<file path="config.mk">
export PLATFORM = sky130hd
export DESIGN_NAME = uart_rx_mmio
export DESIGN_NICKNAME = d
export VERILOG_FILES = /design/src/rtl/uart_rx_mmio.sv
export SDC_FILE = /design/constraint.sdc
export NUM_CORES = 1
export LEC_CHECK = 0
export BUFFER_PORTS_ARGS = -buffer_cell sky130_fd_sc_hd__buf_2
export CAP_MARGIN = 20
export CORE_UTILIZATION = 45
export CTS_BUF_LIST = sky130_fd_sc_hd__clkbuf_16
export CTS_CLUSTER_DIAMETER = 40
export DETAILED_ROUTE_END_ITERATION = 7
export GPL_ROUTABILITY_DRIVEN = 0
export HOLD_SLACK_MARGIN = 0.05
export PLACE_DENSITY = 0.68
export SLEW_MARGIN = 10
export SYNTH_ARGS = -nofsm -noshare
export SYNTH_HDL_FRONTEND = slang
export SYNTH_SLANG_ARGS = --single-unit
</file>
<file path="constraint.sdc">
create_clock -name clk -period 3.2 [get_ports clk]
set_input_delay 0.32 -clock clk [delete_from_list [all_inputs] [get_ports clk]]
set_output_delay 0.32 -clock clk [all_outputs]
set_load 0.03 [all_outputs]
</file>
<file path="src/rtl/uart_rx_mmio.sv">
// rtl/uart_rx_mmio.sv - memory-mapped UART receiver (8N1, LSB first) with receive FIFO, status flags and level IRQ
// Optional macro UART_RX_PARITY_EN switches the frame to 8E1 and enables STATUS.parity_err.
module uart_rx_mmio #(
  parameter int CLKS_PER_BIT = 139,
  parameter int FIFO_DEPTH   = 4
) (
  input  logic        clk,
  input  logic        reset,
  input  logic        sel,
  input  logic        mem_valid,
  output logic        mem_ready,
  input  logic [3:0]  mem_addr,
  input  logic [3:0]  mem_wstrb,
  input  logic [31:0] mem_wdata,
  output logic [31:0] mem_rdata,
  input  logic        rx,
  output logic        irq
);

  localparam int CW = $clog2(CLKS_PER_BIT);
  localparam int AW = $clog2(FIFO_DEPTH);
  localparam logic [CW-1:0] CNT_FULL = CW'(CLKS_PER_BIT - 1);
  localparam logic [CW-1:0] CNT_HALF = CW'(CLKS_PER_BIT / 2 - 1);
  localparam logic [AW:0]   CNT_MAX  = (AW + 1)'(FIFO_DEPTH);

  typedef enum logic [2:0] {
    S_IDLE, S_START, S_DATA, S_PARITY, S_STOP, S_WAIT_IDLE
  } state_t;

  logic          rx_meta, rx_s;
  state_t        state;
  logic [CW-1:0] cnt;
  logic [2:0]    bit_idx;
  logic [7:0]    shreg;
  logic          par_bad;
  logic          push, frame_set, par_set;

  logic [7:0]    fifo_mem [FIFO_DEPTH];
  logic [AW-1:0] wr_ptr, rd_ptr;
  logic [AW:0]   count;
  logic          empty, full, push_ok, pop, ovr_set;
  logic          overrun, frame_err, parity_err, irq_en;

  logic          req, rd_req, clr;
  logic [1:0]    reg_sel;
  logic [31:0]   rdata_next;
  logic          unused_bits;

  always_ff @(posedge clk or posedge reset) begin
    if (reset) begin
      rx_meta <= 1'b1;
      rx_s    <= 1'b1;
    end else begin
      rx_meta <= rx;
      rx_s    <= rx_meta;
    end
  end

  always_ff @(posedge clk or posedge reset) begin
    if (reset) begin
      state   <= S_IDLE;
      cnt     <= '0;
      bit_idx <= '0;
      shreg   <= '0;
      par_bad <= 1'b0;
    end else begin
      case (state)
        S_IDLE:
          if (!rx_s) begin
            state <= S_START;
            cnt   <= CNT_HALF;
          end
        S_START:
          if (cnt != '0) cnt <= cnt - 1'b1;
          else if (!rx_s) begin
            state   <= S_DATA;
            cnt     <= CNT_FULL;
            bit_idx <= '0;
            par_bad <= 1'b0;
          end else state <= S_IDLE;
        S_DATA:
          if (cnt != '0) cnt <= cnt - 1'b1;
          else begin
            shreg   <= {rx_s, shreg[7:1]};
            cnt     <= CNT_FULL;
            bit_idx <= bit_idx + 1'b1;
            if (bit_idx == 3'd7) begin
`ifdef UART_RX_PARITY_EN
              state <= S_PARITY;
`else
              state <= S_STOP;
`endif
            end
          end
        S_PARITY:
          if (cnt != '0) cnt <= cnt - 1'b1;
          else begin
            par_bad <= ^{shreg, rx_s};
            cnt     <= CNT_FULL;
            state   <= S_STOP;
          end
        S_STOP:
          if (cnt != '0) cnt <= cnt - 1'b1;
          else if (rx_s) state <= S_IDLE;
          else state <= S_WAIT_IDLE;
        S_WAIT_IDLE:
          if (rx_s) state <= S_IDLE;
        default: state <= S_IDLE;
      endcase
    end
  end

  // Stop-bit decision strobes; shreg and par_bad are stable throughout STOP.
  assign push      = (state == S_STOP) && (cnt == '0) && rx_s;
  assign frame_set = (state == S_STOP) && (cnt == '0) && !rx_s;
`ifdef UART_RX_PARITY_EN
  assign par_set   = push && par_bad;
`else
  assign par_set   = 1'b0;
`endif

  assign req     = sel & mem_valid & ~mem_ready;
  assign rd_req  = req && (mem_wstrb == 4'h0);
  assign reg_sel = mem_addr[3:2];
  assign clr     = req && (reg_sel == 2'd1) && mem_wstrb[0];

  assign empty   = (count == '0);
  assign full    = (count == CNT_MAX);
  assign pop     = rd_req && (reg_sel == 2'd0) && !empty;
  assign push_ok = push && (!full || pop);
  assign ovr_set = push && full && !pop;

  always_comb begin
    rdata_next = '0;
    case (reg_sel)
      2'd0:    if (!empty) rdata_next = {24'h0, fifo_mem[rd_ptr]};
      2'd1:    rdata_next = {27'h0, full, parity_err, frame_err, overrun, ~empty};
      2'd2:    rdata_next = {31'h0, irq_en};
      default: rdata_next = '0;
    endcase
  end

  always_ff @(posedge clk) begin
    if (push_ok) fifo_mem[wr_ptr] <= shreg;
  end

  always_ff @(posedge clk or posedge reset) begin
    if (reset) begin
      mem_ready  <= 1'b0;
      mem_rdata  <= '0;
      wr_ptr     <= '0;
      rd_ptr     <= '0;
      count      <= '0;
      overrun    <= 1'b0;
      frame_err  <= 1'b0;
      parity_err <= 1'b0;
      irq_en     <= 1'b0;
      irq        <= 1'b0;
    end else begin
      mem_ready <= req;
      mem_rdata <= rd_req ? rdata_next : '0;
      if (push_ok) wr_ptr <= wr_ptr + 1'b1;
      if (pop)     rd_ptr <= rd_ptr + 1'b1;
      case ({push_ok, pop})
        2'b10:   count <= count + 1'b1;
        2'b01:   count <= count - 1'b1;
        default: count <= count;
      endcase
      // Hardware set is OR'd in after the clear so a coincident event is never lost.
      overrun    <= (overrun    & ~(clr & mem_wdata[1])) | ovr_set;
      frame_err  <= (frame_err  & ~(clr & mem_wdata[2])) | frame_set;
      parity_err <= (parity_err & ~(clr & mem_wdata[3])) | par_set;
      if (req && (reg_sel == 2'd2) && mem_wstrb[0]) irq_en <= mem_wdata[0];
      irq <= irq_en & (~empty | overrun | frame_err | parity_err);
    end
  end

  assign unused_bits = ^{mem_addr[1:0], mem_wdata[31:4], par_bad};

endmodule
</file>
==> flow_summary_export.csv <==
group,metric,value,unit
cts,clock_sinks,77,
pwr,p_clk_frac,0.473,
pwr,power_density,542,nW/um^2
cts,post_cts_resize_count,0,
placement,pre_cts_slack,567,ps
logic_synthesis,syn_avg_cell_area,13.0,sq um
timing,rsz0062_at_grt,"false",
floorplan,num_rows,32,
cts,clk_pin_slew,60,ps
cts,ctsHtreeMaxLevel,3,
worst_hold_path,hold_path_startpoint,"rx",
cts,post-cts-setup-buffer-count,0,
cells_and_area,drive_gt1_frac,0.230,
cts,clkLatencyLatePin,330,ps
pwr,p_switching,0.000483,W
floorplan,start_util,0.468,
timing,skew,8.82,ps
pwr,internal_power,0.00176,W
route,drtIter0Drc,87,
cts,cts_made_buffers,9,
timing,fin_crit_sh,0.763,
floorplan,ios,79,
cts,clk_path_buf_depth,2,
pwr,max-vdd-ir-drop,0.268,mV
pwr,power_frac_seq,0.475,
grt,grt_pass1_vias,2246,
floorplan,core,7810,sq um
route,ant_nets,0,
critical_path,rr_startpoint,"cnt[0]",
worst_hold_path,hold_class,"in2reg",
logic_synthesis,syn_inst,281,
placement,place_hpwl,4380,microns
pwr,p_leak,1.83,nW
timing,fmax,409,MHz
cells_and_area,num-nets-final,367,
timing,slew-limit-headroom,0.559,
timing,setup_violations,0,
timing,slew_viol_final,0,
placement,numPortBuffers,24,
logic_synthesis,seq_area_frac_synth,0.572,
critical_path,arrival,2650,ps
route,routedWlPerCell,15.7,microns
cells_and_area,layout_commonest_cell,"dfrtp_1",
cts,cts_hold_buf,0,
grt,grt_use_total,0.172,
timing,hold_viol_final,0,
floorplan,dieArea,8480,sq um
timing,timing.final.ws_setup,757,ps
run,drv_cap,0,
logic_synthesis,yosysWarningCount,0,
cts,root_buffer,"clkbuf_16",
critical_path,reg2reg_slack,760,ps
logic_synthesis,synth.cell_area,3650,sq um
route,dr_total_vias,2262,
critical_path,r2r_end,"count[2]",
critical_path,startpoint_type,"register",
grt,gr-total-overflow,0,
cts,cts_tree,"done",
route,drtPass1Iterations,4,
timing,tns,0,ps
critical_path,cp_max_fo,6,
worst_hold_path,hold_end,"rx_meta",
critical_path,r2r_cells,13,
logic_synthesis,yosysUniqueCellTypes,54,
worst_hold_path,hold_path_depth,1,
route,drc,0,
status,run_status,"complete, no violations",
timing,tightest_slew,657,ps
grt,grt_max_degree,46,
logic_synthesis,synth-main-ff-cell,"dfrtp_1",
route,vias_per_cell,5.40,
pwr,comb_power_share,0.052,
cells_and_area,area_growth,13.0,%
pwr,p_sw_frac,0.216,
logic_synthesis,synth-edff-count,32,
route,totalWireLength,6570,microns
grt,grt_pass1_wl,11000,microns
critical_path,required,3410,ps
cells_and_area,diodes,0,
cells_and_area,mostFrequentLayoutCells,"43 x dfrtp_1, 32 x edfxtp_1, 24 x conb_1, 24 x buf_2, 19 x nor2_1",
logic_synthesis,async_flop_share,0.584,
timing,fin_crit,2440,ps
floorplan,die_x,92.1,microns
grt,grt_antenna_before_repair,0,
floorplan,die_h,92.1,microns
critical_path,end_kind,"register",
logic_synthesis,ys_ff_latch,77,
critical_path,critical_path_class,"reg2reg",
cells_and_area,final_util,0.529,
## state kept, by name, indices dropped and copies added (netlist names)
signal / count
rx_s: 1
wr_ptr: 2
irq: 1
cnt: 8
overrun: 1
mem_rdata: 8
frame_err: 1
state: 3
bit_idx: 3
mem_ready: 1
fifo_mem: 32
parity_err: 1
rd_ptr: 2
irq_en: 1
shreg: 8
rx_meta: 1
count: 3
## how the worst max path moves through the flow
stage,end,startpoint,cells after the start,slack [ps]
6_report,count[2],cnt[0],13,760
5_1_grt,count[2],cnt[0],13,500
4_1_cts,count[2],cnt[0],13,750
3_5_place_dp,count[2],mem_wstrb[0],11,570
3_3_place_gp,count[2],mem_wstrb[0],11,610
2_1_floorplan,count[2],mem_wstrb[1],8,570
## stage by stage
step / std cells / total power (W) / hold slack [ps] / area, sq um
finish: 419 / 0.00224 / 94.0 / 4130
global route: 419 / 0.00232 / 86.8 / 4130
CTS: 417 / 0.00227 / 85.4 / 4100
detailed placement: 401 / 0.00120 / 347 / 3780
global placement: 401 / 0.00119 / 347 / 3780
floorplan: 304 / 0.00119 / 324 / 3740
## synth_stat cells, drive strengths merged (4+ instances only)
library cell,n,share of area
dfrtp,43,0.29
edfxtp,32,0.26
buf,28,0.060
nor2,19,0.020
nand2,14,0.014
inv,12,0.012
mux2,11,0.041
ha,9,0.031
mux4,8,0.049
and2,7,0.012
nand3,7,0.0096
o21ai,7,0.0096
a21oi,6,0.0082
clkbuf,6,0.0062
nor3,6,0.0082
a32o,5,0.014
o22ai,5,0.0086
or4,5,0.013
nor2b,4,0.0068
nor3b,4,0.0082
nor4,4,0.010
## power groups by stage
| stage | Clock, W | Combinational, W | Sequential (W) |
|---|---|---|---|
| floorplan | 0 | 0.000113 | 0.00108 |
| global route | 0.00113 | 0.000128 | 0.00107 |
| global placement | 0 | 0.000111 | 0.00108 |
| CTS | 0.00109 | 0.000114 | 0.00106 |
| finish | 0.00106 | 0.000117 | 0.00106 |
| detailed placement | 0 | 0.000113 | 0.00108 |
## metal layers
metal / vias to the layer above / track usage / share of wire
met5: - / 0 / 0
met4: 0 / 0.0742 / 0.018
met3: 11 / 0.0481 / 0.045
met2: 70 / 0.277 / 0.49
met1: 1126 / 0.219 / 0.44
li1: 1055 / - / -
## critical path, stage by stage (launching register included)
cell	delay, ps
dfrtp_1	400
inv_1	120
ha_1	190
nor3b_1	190
buf_4	170
nand4_1	150
nor2b_1	190
inv_1	70
ha_1	230
inv_1	80
fa_1	170
xor2_1	150
nor2_1	70
xor2_1	140
## cells by family (layout without fill, tap and decap cells)
group | count (synthesis) | in the layout | share of synthesized area
flops | 77 | 77 | 0.572
xor+xnor | 6 | 6 | 0.0144
buf+inv | 46 | 59 | 0.0784
other cells | 1 | 24 | 0.00103
fa+ha+maj | 10 | 10 | 0.0363
mux | 20 | 20 | 0.0931
compound gates | 43 | 43 | 0.0866
simple gates | 78 | 78 | 0.118
## final cells by class
cell class              instances  area, sq um
flip-flops and latches         77         2090
inverters                      12         45.0
fillers                       663         3680
clock buffers                   9          225
repair buffers                 31          188
clock inverters                 7         90.1
multi-input cells             181         1360
well taps                     102          128
Note: power is estimated with default switching activity, not from simulation.
